**config.mk**
```make
export PLATFORM = sky130hd
export DESIGN_NAME = lsu_store_buffer
export DESIGN_NICKNAME = d
export VERILOG_FILES = /design/src/rtl/lsu_store_buffer.sv
export SDC_FILE = /design/constraint.sdc
export NUM_CORES = 1
export LEC_CHECK = 0
export ABC_AREA = 1
export CAP_MARGIN = 20
export CORE_MARGIN = 1.5
export CORE_UTILIZATION = 50
export CTS_BUF_LIST = sky130_fd_sc_hd__clkbuf_4
export DETAILED_ROUTE_END_ITERATION = 8
export GPL_TIMING_DRIVEN = 0
export PLACE_DENSITY = 0.75
export SETUP_SLACK_MARGIN = 0.05
export SKIP_LAST_GASP = 1
export SYNTH_ARGS = -nofsm -noshare
export SYNTH_HDL_FRONTEND = slang
export SYNTH_SLANG_ARGS = --single-unit
```
**constraint.sdc**
```tcl
create_clock -name clk -period 8.2 [get_ports clk]
set_input_delay 1.23 -clock clk [delete_from_list [all_inputs] [get_ports clk]]
set_output_delay 1.23 -clock clk [all_outputs]
set_load 0.05 [all_outputs]
```
**src/rtl/lsu_store_buffer.sv**
```systemverilog
// lsu_store_buffer: in-order store FIFO between the MA-stage LSU store path
// and the data-memory write port.
//
// Each cycle, MA may push one store into the tail. The head entry drains
// toward memory under a valid/ready handshake. The drain side is
// first-word-fall-through: the head entry is shown combinationally, and it is
// masked to zero while the buffer is empty.
//
// Optional feature: define LSU_STORE_FWD_EN to enable store-to-load
// forwarding. A load whose word address matches a pending store is served
// from the youngest matching entry if that entry has a full strobe. If the
// youngest matching entry has a partial strobe, the load is stalled instead.
// When the macro is undefined, the forwarding outputs are tied to zero and no
// comparators are built.
module lsu_store_buffer #(
   parameter int DEPTH = 4,
   parameter int AW    = 32,
   parameter int DW    = 32
) (
   input  logic                     clk,
   input  logic                     rst,
   input  logic                     st_valid,
   output logic                     st_ready,
   input  logic [AW-1:0]            st_addr,
   input  logic [DW-1:0]            st_data,
   input  logic [DW/8-1:0]          st_strb,
   output logic                     mem_wr_valid,
   input  logic                     mem_wr_ready,
   output logic [AW-1:0]            mem_addr,
   output logic [DW-1:0]            mem_data,
   output logic [DW/8-1:0]          mem_strb,
   input  logic [AW-1:0]            ld_addr,
   output logic                     ld_hit,
   output logic [DW-1:0]            ld_data,
   output logic                     ld_stall,
   output logic                     empty,
   output logic                     full,
   output logic [$clog2(DEPTH):0]   count
);

   localparam int PW = $clog2(DEPTH);
   localparam int SW = DW / 8;

   logic [PW-1:0]    wr_ptr_reg;
   logic [PW-1:0]    rd_ptr_reg;
   logic [PW:0]      count_reg;
   logic [DEPTH-1:0] valid_reg;

   // Entry storage has no reset. Validity is tracked separately, and the
   // drain outputs are masked while the buffer is empty.
   logic [AW-1:0] addr_mem [DEPTH];
   logic [DW-1:0] data_mem [DEPTH];
   logic [SW-1:0] strb_mem [DEPTH];

   logic push;
   logic pop;

   assign empty        = (count_reg == '0);
   assign full         = (count_reg == (PW+1)'(DEPTH));
   assign st_ready     = !full;
   assign mem_wr_valid = !empty;
   assign count        = count_reg;

   // A push is refused when full, even if a pop happens in the same cycle.
   assign push = st_valid && !full;
   assign pop  = mem_wr_valid && mem_wr_ready;

   // FWFT head view, forced to zero while nothing is held.
   assign mem_addr = mem_wr_valid ? addr_mem[rd_ptr_reg] : '0;
   assign mem_data = mem_wr_valid ? data_mem[rd_ptr_reg] : '0;
   assign mem_strb = mem_wr_valid ? strb_mem[rd_ptr_reg] : '0;

   // Write the incoming store into the tail slot.
   always_ff @(posedge clk) begin
      if (push) begin
         addr_mem[wr_ptr_reg] <= st_addr;
         data_mem[wr_ptr_reg] <= st_data;
         strb_mem[wr_ptr_reg] <= st_strb;
      end
   end

   // Update pointers, occupancy and per-entry valid bits. The pointers wrap
   // naturally because DEPTH is a power of two.
   always_ff @(posedge clk or negedge rst) begin
      if (!rst) begin
         wr_ptr_reg <= '0;
         rd_ptr_reg <= '0;
         count_reg  <= '0;
         valid_reg  <= '0;
      end else begin
         if (push) begin
            wr_ptr_reg            <= wr_ptr_reg + 1'b1;
            valid_reg[wr_ptr_reg] <= 1'b1;
         end
         if (pop) begin
            rd_ptr_reg            <= rd_ptr_reg + 1'b1;
            valid_reg[rd_ptr_reg] <= 1'b0;
         end
         if (push && !pop) begin
            count_reg <= count_reg + 1'b1;
         end else if (pop && !push) begin
            count_reg <= count_reg - 1'b1;
         end
      end
   end

`ifdef LSU_STORE_FWD_EN
   // Per-entry word-address match against the load. The entry popping this
   // cycle is still valid here, so it still takes part in the comparison.
   logic [DEPTH-1:0] match;

   for (genvar gi = 0; gi < DEPTH; gi++) begin : g_match
      assign match[gi] = valid_reg[gi] &&
                         (addr_mem[gi][AW-1:2] == ld_addr[AW-1:2]);
   end

   logic          fwd_found;
   logic [PW-1:0] fwd_sel;
   logic [PW-1:0] fwd_idx;

   // Walk the entries from oldest to youngest so the last match wins.
   always_comb begin
      fwd_found = 1'b0;
      fwd_sel   = '0;
      fwd_idx   = '0;
      for (int k = 0; k < DEPTH; k++) begin
         fwd_idx = rd_ptr_reg + PW'(k);
         if (match[fwd_idx]) begin
            fwd_found = 1'b1;
            fwd_sel   = fwd_idx;
         end
      end
   end

   // A full-strobe match serves the load; a partial-strobe match stalls it.
   assign ld_hit   = fwd_found && (&strb_mem[fwd_sel]);
   assign ld_stall = fwd_found && !(&strb_mem[fwd_sel]);
   assign ld_data  = ld_hit ? data_mem[fwd_sel] : '0;
`else
   logic unused_ld_addr;
   assign unused_ld_addr = ^ld_addr;

   assign ld_hit   = 1'b0;
   assign ld_stall = 1'b0;
   assign ld_data  = '0;
`endif

endmodule
```
==> results of run 1 <==
[cells in the mapped netlist, types with 2 or more instances]
| master | instances | area, um^2 |
|---|---|---|
| a21oi_1 | 68 | 340 |
| buf_2 | 37 | 185 |
| buf_4 | 37 | 278 |
| clkbuf_1 | 10 | 37.5 |
| dfrtp_1 | 7 | 175 |
| edfxtp_1 | 272 | 8170 |
| ha_1 | 5 | 62.6 |
| inv_1 | 286 | 1070 |
| inv_2 | 3 | 11.3 |
| nand2_1 | 287 | 1080 |
| nand3_1 | 140 | 701 |
| nor2_1 | 4 | 15.0 |
| o21ai_0 | 2 | 10.0 |
| xnor2_1 | 2 | 17.5 |
[worst min-delay path, stage by stage (launching register included)]
cell and delay (ps):
dfrtp_1 390, nand2_1 70, nand2_1 50
[logic make-up (layout without fill, tap and decap cells)]
group,count (synthesis),in the layout,synth area share
AO/OA/AOI/OAI,70,70,0.0287
other,1,37,0.000307
adder cells (fa/ha/maj),6,6,0.00677
AND/OR/NAND/NOR,433,433,0.148
XOR/XNOR,2,2,0.00144
buffers and inverters,375,638,0.131
flip-flops,279,279,0.683
[per-layer routing]
metal	share of wire	up-vias	wire [um]	global-route usage
li1	-	4179	-	-
met4	0.018	0	491	0.0810
met1	0.40	3824	10700	0.259
met2	0.51	339	13700	0.371
met3	0.078	39	2100	0.0555
met5	0	-	0	0
[area by class of cell]
cell class                      instances  share of cell area
Antenna cell                            3            0.000496
Buffer                                 86              0.0340
Clock buffer                           93              0.0461
Clock inverter                         16             0.00405
Inverter                              289              0.0716
Multi-Input combinational cell        545               0.160
Sequential cell                       279               0.551
Tap cell                              319              0.0263
Timing Repair Buffer                  154               0.107
[cell usage in the layout, fill, tap and decap left out, drive strengths merged]
cell and count:
dfrtp 7, edfxtp 272, clkdlybuf4s50 146, clkinv 15, ha 5, xnor2 2
nand2 287, nand4 1, diode 3, a21oi 68, o21ai 2, buf 84
fa 1, conb 34, clkbuf 103, inv 290, nand3 141, nor2 4
[per-stage QoR]
stage	area (um^2)	instances
floorplan	12300	1199
global placement	14200	1664
detailed placement	14400	1672
CTS	15100	1781
global route	15100	1783
finish	15100	1784
[power breakdown]
| group | total, mW | switching [mW] | internal (mW) |
|---|---|---|---|
| logic | 3.33 | 2.34 | 0.991 |
| clock network | 1.01 | 0.495 | 0.520 |
| registers | 1.94 | 0.0661 | 1.87 |
| total | 6.29 | 2.90 | 3.38 |
[worst paths after layout]
check                      slack [ps]             end  depth (start not counted)     startpoint
setup reg to reg                 5590  data_mem[1][6]                          6       count[0]
min in group asynchronous         850        count[0]                          1            rst
hold / removal                    540        count[2]                          2       count[2]
hold reg to reg                   540        count[2]                          2       count[2]
setup / recovery                 4010    mem_data[20]                          5  rd_ptr_reg[1]
max in group asynchronous        7100   wr_ptr_reg[1]                          1            rst
==> results.ini, run 1 <==
[critical_path]
crit_slowest_cell = clkdlybuf4s50_1
startpoint_type = register
path_max_fanout = 10
slowest_delay_ps = 860
crit_chain = buf_2, clkbuf_1, nand3_1, a21oi_1, clkdlybuf4s50_1
cp.arrival_ps = 2960
worst-path-buf-inv = 3
end_kind = output port
crit_type = reg2out
required_ps = 6970
cp_top_family = buffers and inverters

[final_layout]
final_util = 0.640
nFillCells = 1893
final_nets = 1534
ff_latch_area_mm2 = 0.00834
drive_gt1_frac = 0.127
reg_top3 = addr_mem x128, data_mem x128, strb_mem x16
multiInputGateArea_mm2 = 0.00242
syn_to_final_growth_pct = 24.1

[die]
initial_core_util = 0.515
die_h_um = 159
core.rowCount = 56
io_pins = 213
dieWidth_um = 159
core_area_mm2 = 0.0237
die_area_mm2 = 0.0254

[cts]
ctsLongestPathBuffers = 3
cts_root_buffer = clkbuf_4
cts_resized = 0
cts_setup_buffers = 0
path_clk_slew_ps = 60
tritoncts = done
clock_latency_ps = 630
cts_made_buffers = 69
cts_num_sinks = 279
ctsHoldBuffers = 0
htree_levels = 3

[route]
first_pass_iters = 5
dr_total_vias = 8381
wire_per_inst_um = 15.1
drc_errors = 0
totalWireLength_um = 26900
first_iter_violations = 594
antenna_left = 0
via_per_inst = 4.70

[sta]
fin_setup_tns_ps = 0
fmax_mhz = 239
maxSlewViolCount = 0
slew_headroom = 0.370
period_minus_slack_ps = 4190
finalWorstSetupSlack_ps = 4010
rsz0062_at_grt = false
holdWs_ps = 536
fin_skew_ps = 29.6
setup_viol = 0
fin_crit_sh = 0.511
worst_slew_pin_slew_ps = 942
hold_viol = 0

[pwr]
total_power_mw = 6.29
vdd_drop_max_uv = 293
p_leak_nw = 6.77
pwr_density_cell_mw_per_mm2 = 415

[placement]
place.gp.congestion = 0.738
dp_hpwl_um = 17200
pre_cts_ws_ps = 4560
io_buffers = 146

[synth]
synth.avg_cell_area_um2 = 10.5
yosys_most_used_dff = edfxtp_1
synth_cells = 1166
ys_seq_elements = 279
yosys_warnings = 0
synth_edf_count = 272
synth_cell_types = 20
ys_async_sr_fraction = 0.0251
synth.cell_area_mm2 = 0.0122
seq_area_frac_synth = 0.683

[grt]
track_usage = 0.215
grt_max_degree = 29
overflow = 0
grt_first_pass_wirelength_um = 42000
grt_pass1_vias = 8349
antenna_found_initial = 2

[hold_path]
hold_path.class = reg2reg

[run]
maxCapViolCount = 0

[outcome]
outcome = completed

(Power assumes the default switching activity.)
==> inputs of run 2 (changes only) <==
Settings changed: PLACE_DENSITY 0.75 to 0.78.
Clock period 8.2 ns to 3.81 ns, I/O delays scaled along.
==> results.ini, run 2 (same netlist as run 1, synthesis figures left out) <==
[final_layout]
syn_to_final_growth_pct = 24.9
final_util = 0.644
reg_top3 = addr_mem x128, data_mem x128, strb_mem x16
final_common_cell = nand2_1
drive_gt1_frac = 0.127
fin_area_mm2 = 0.0152
final_cell_mix = nand2_1, inv_1, edfxtp_1
instances_no_fill = 1788
final_nets = 1533

[sta]
fin_skew_ps = 34.2
slew_headroom = 0.413
fin_crit_sh = 0.913
rsz0062_at_grt = false
setup_viol = 0
maxSlewViolCount = 0
hold_viol = 0
fin_setup_tns_ps = 0
fmax_mhz = 287
period_minus_slack_ps = 3480
worst_slew_pin_slew_ps = 879

[cts]
ctsLongestPathBuffers = 3
clock_latency_ps = 640
cts_setup_buffers = 0
cts_root_buffer = clkbuf_4
cts_num_sinks = 279
ctsHoldBuffers = 0
cts_made_buffers = 68
tritoncts = done
cts_resized = 0
path_clk_slew_ps = 70
htree_levels = 3

[die]
die_area_mm2 = 0.0254
io_pins = 213
dieWidth_um = 159
core_area_mm2 = 0.0237
initial_core_util = 0.515
core.rowCount = 56
die_h_um = 159

[critical_path]
cp.arrival_ps = 2910
crit_type = reg2out
startpoint_type = register
path_max_fanout = 10
required_ps = 3240
end_kind = output port

[route]
antenna_left = 0
wire_per_inst_um = 15.2
via_per_inst = 4.79
totalWireLength_um = 27200
first_pass_iters = 5
first_iter_violations = 565
dr_total_vias = 8569
drc_errors = 0

[placement]
dp.cells = 1672
placed_cell_area_mm2 = 0.0144
place.gp.congestion = 0.752
io_buffers = 146
dp_hpwl_um = 17100

[run]
maxCapViolCount = 0

[pwr]
p_leak_nw = 6.81
pwr_density_cell_mw_per_mm2 = 904
vdd_drop_max_uv = 671

[grt]
antenna_found_initial = 2
overflow = 0
track_usage = 0.215
grt_max_degree = 29
grt_first_pass_wirelength_um = 42200
grt_pass1_vias = 8426

[outcome]
outcome = completed

[hold_path]
hold_path.class = in2async

run 2: cell count changes in the layout (fill, tap and decap cells not counted):
cell / change
clkinv_1: +5
bufinv_16: +3
clkbuf_4: -3
diode_2: -2
buf_12: -1
buf_16: +1
clkinv_2: +1
run 2: final cells by class:
cell class	instances	area, um^2
Multi-Input combinational cell	545	2420
Fill cell	1818	8440
Inverter	289	1080
Timing Repair Buffer	154	1630
Antenna cell	1	2.50
Buffer	86	515
Clock buffer	90	676
Sequential cell	279	8340
Tap cell	319	399
Clock inverter	25	175
run 2: path summary, 6_finish.rpt:
kind / startpoint / endpoint / slack [ps] / cells after the start
setup / recovery: rd_ptr_reg[1] / mem_addr[18] / 330 / 5
min in group clk: st_valid / wr_ptr_reg[0] / 530 / 3
setup reg to reg: count[0] / data_mem[1][22] / 1240 / 6
max in group asynchronous: rst / rd_ptr_reg[1] / 3380 / 1
hold / removal: rst / count[2] / 180 / 1
hold reg to reg: count[2] / count[2] / 530 / 2
run 2: through the flow:
step / power (mW) / hold WS, ps / setup slack [ps]
floorplan: 8.96 / 276 / -53.5
global placement: 11.3 / 508 / -1080
detailed placement: 11.4 / 524 / 836
CTS: 13.9 / 134 / 250
global route: 14.5 / 155 / 123
finish: 13.8 / 182 / 331
run 2: worst max-delay path, stage by stage (launching register included):
cell and delay (ps):
dfrtp_1 310, buf_2 280, clkbuf_1 460, nand3_1 160, a21oi_1 220, clkdlybuf4s50_1 840
run 2: layer usage:
metal	GRT usage	vias up	wire [um]
met5	0	-	0
met4	0.0909	0	565
met3	0.0563	44	2230
met2	0.373	356	13700
met1	0.252	3990	10700
li1	-	4179	-
run 2: report_power, final:
part | switching, mW | internal, mW
registers | 0.145 | 4.03
clock network | 1.12 | 1.30
logic | 5.05 | 2.14
==> inputs of run 3 (changes only) <==
Settings changed: CORE_MARGIN 1.5 to 4.
==> results.ini, run 3 (same netlist as run 1, synthesis figures left out) <==
[die]
core.rowCount = 56
die_h_um = 164
die_area_mm2 = 0.0270
core_area_mm2 = 0.0238
io_pins = 213
dieWidth_um = 164
initial_core_util = 0.514

[final_layout]
final_util = 0.646
final_common_cell = nand2_1
syn_to_final_growth_pct = 25.8
final_cell_mix = nand2_1, inv_1, edfxtp_1
final_nets = 1536
reg_top3 = addr_mem x128, data_mem x128, strb_mem x16
fin_area_mm2 = 0.0154
drive_gt1_frac = 0.132

[sta]
fin_skew_ps = 45.1
hold_viol = 0
maxSlewViolCount = 0
rsz0062_at_grt = false
worst_slew_pin_slew_ps = 820
period_minus_slack_ps = 3570
slew_headroom = 0.452
fin_setup_tns_ps = 0
setup_viol = 0
fmax_mhz = 280
fin_crit_sh = 0.937

[grt]
overflow = 0
track_usage = 0.210
antenna_found_initial = 3
grt_first_pass_wirelength_um = 43600
grt_pass1_vias = 8765
grt_max_degree = 30

[critical_path]
path_max_fanout = 10
required_ps = 3240
worstReg2RegEnd = data_mem[3][6]
r2r-start = count[1]
startpoint_type = register
cp.arrival_ps = 3000
crit_slowest_cell = clkdlybuf4s50_1
end_kind = output port
crit_type = reg2out
worstRegToRegCells = 5
slowest_delay_ps = 870
crit_chain = buf_2, clkbuf_1, nand3_1, a21oi_1, clkdlybuf4s50_1
reg2reg_slack_ps = 1470

[outcome]
outcome = completed

[pwr]
pwr_density_cell_mw_per_mm2 = 916
total_power_mw = 14.1
p_leak_nw = 6.87
vdd_drop_max_uv = 880

[cts]
ctsHoldBuffers = 0
cts_root_buffer = clkbuf_4
path_clk_slew_ps = 60
ctsLongestPathBuffers = 3
cts_num_sinks = 279
clock_latency_ps = 670
htree_levels = 3
tritoncts = done
cts_resized = 0
cts_setup_buffers = 0
cts_made_buffers = 71

[route]
totalWireLength_um = 28100
first_iter_violations = 527
dr_total_vias = 8573
via_per_inst = 4.78
antenna_left = 0
drc_errors = 0
wire_per_inst_um = 15.6
first_pass_iters = 5

[placement]
dp_hpwl_um = 18100
placed_cell_area_mm2 = 0.0144
io_buffers = 146
place.gp.congestion = 0.736

[hold_path]
hold_path.class = in2async

[run]
maxCapViolCount = 0

==> run 3: area by class of cell <==
cell class | instances | area, um^2
Clock inverter | 26 | 231
Sequential cell | 279 | 8340
Buffer | 86 | 515
Inverter | 289 | 1080
Tap cell | 319 | 399
Fill cell | 1783 | 8400
Timing Repair Buffer | 154 | 1640
Antenna cell | 1 | 2.50
Multi-Input combinational cell | 545 | 2420
Clock buffer | 96 | 721
==> run 3: power breakdown <==
part / switching, mW / internal [mW] / total [mW]
registers: 0.144 / 4.03 / 4.17
logic: 5.08 / 2.14 / 7.22
clock network: 1.16 / 1.51 / 2.66
total: 6.38 / 7.68 / 14.1
==> run 3: worst max path at each step <==
stage | start | to | slack, ps | cells after the start
after floorplan | count[1] | addr_mem[0][0] | -50 | 4
after global routing | count[1] | mem_addr[10] | 70 | 6
after CTS | rd_ptr_reg[1] | mem_data[14] | 160 | 5
after detailed placement | rd_ptr_reg[1] | mem_addr[8] | 950 | 5
final | rd_ptr_reg[1] | mem_data[14] | 240 | 5
after global placement | st_valid | addr_mem[1][20] | -1120 | 3
==> run 3: worst max-delay path, delay by kind of cell (launching register included) <==
family	cells	cell delay [ps]
flip-flops	1	320
buffers and inverters	3	1600
AND/OR/NAND/NOR	1	170
AO/OA/AOI/OAI	1	250
==> run 3: routing by layer <==
metal	wire length (um)	GRT usage	vias to the layer above
li1	-	-	4181
met1	11100	0.254	3974
met2	14000	0.362	345
met3	2150	0.0484	69
met4	777	0.0896	4
met5	29	0	-
==> run 3: through the flow <==
stage | worst slack (ps) | cells | hold WS [ps]
6_report | 238 | 1795 | 173
2_1_floorplan | -53.5 | 1199 | 276
3_3_place_gp | -1120 | 1664 | 518
5_1_grt | 69.2 | 1795 | 144
4_1_cts | 164 | 1794 | 121
3_5_place_dp | 945 | 1672 | 532
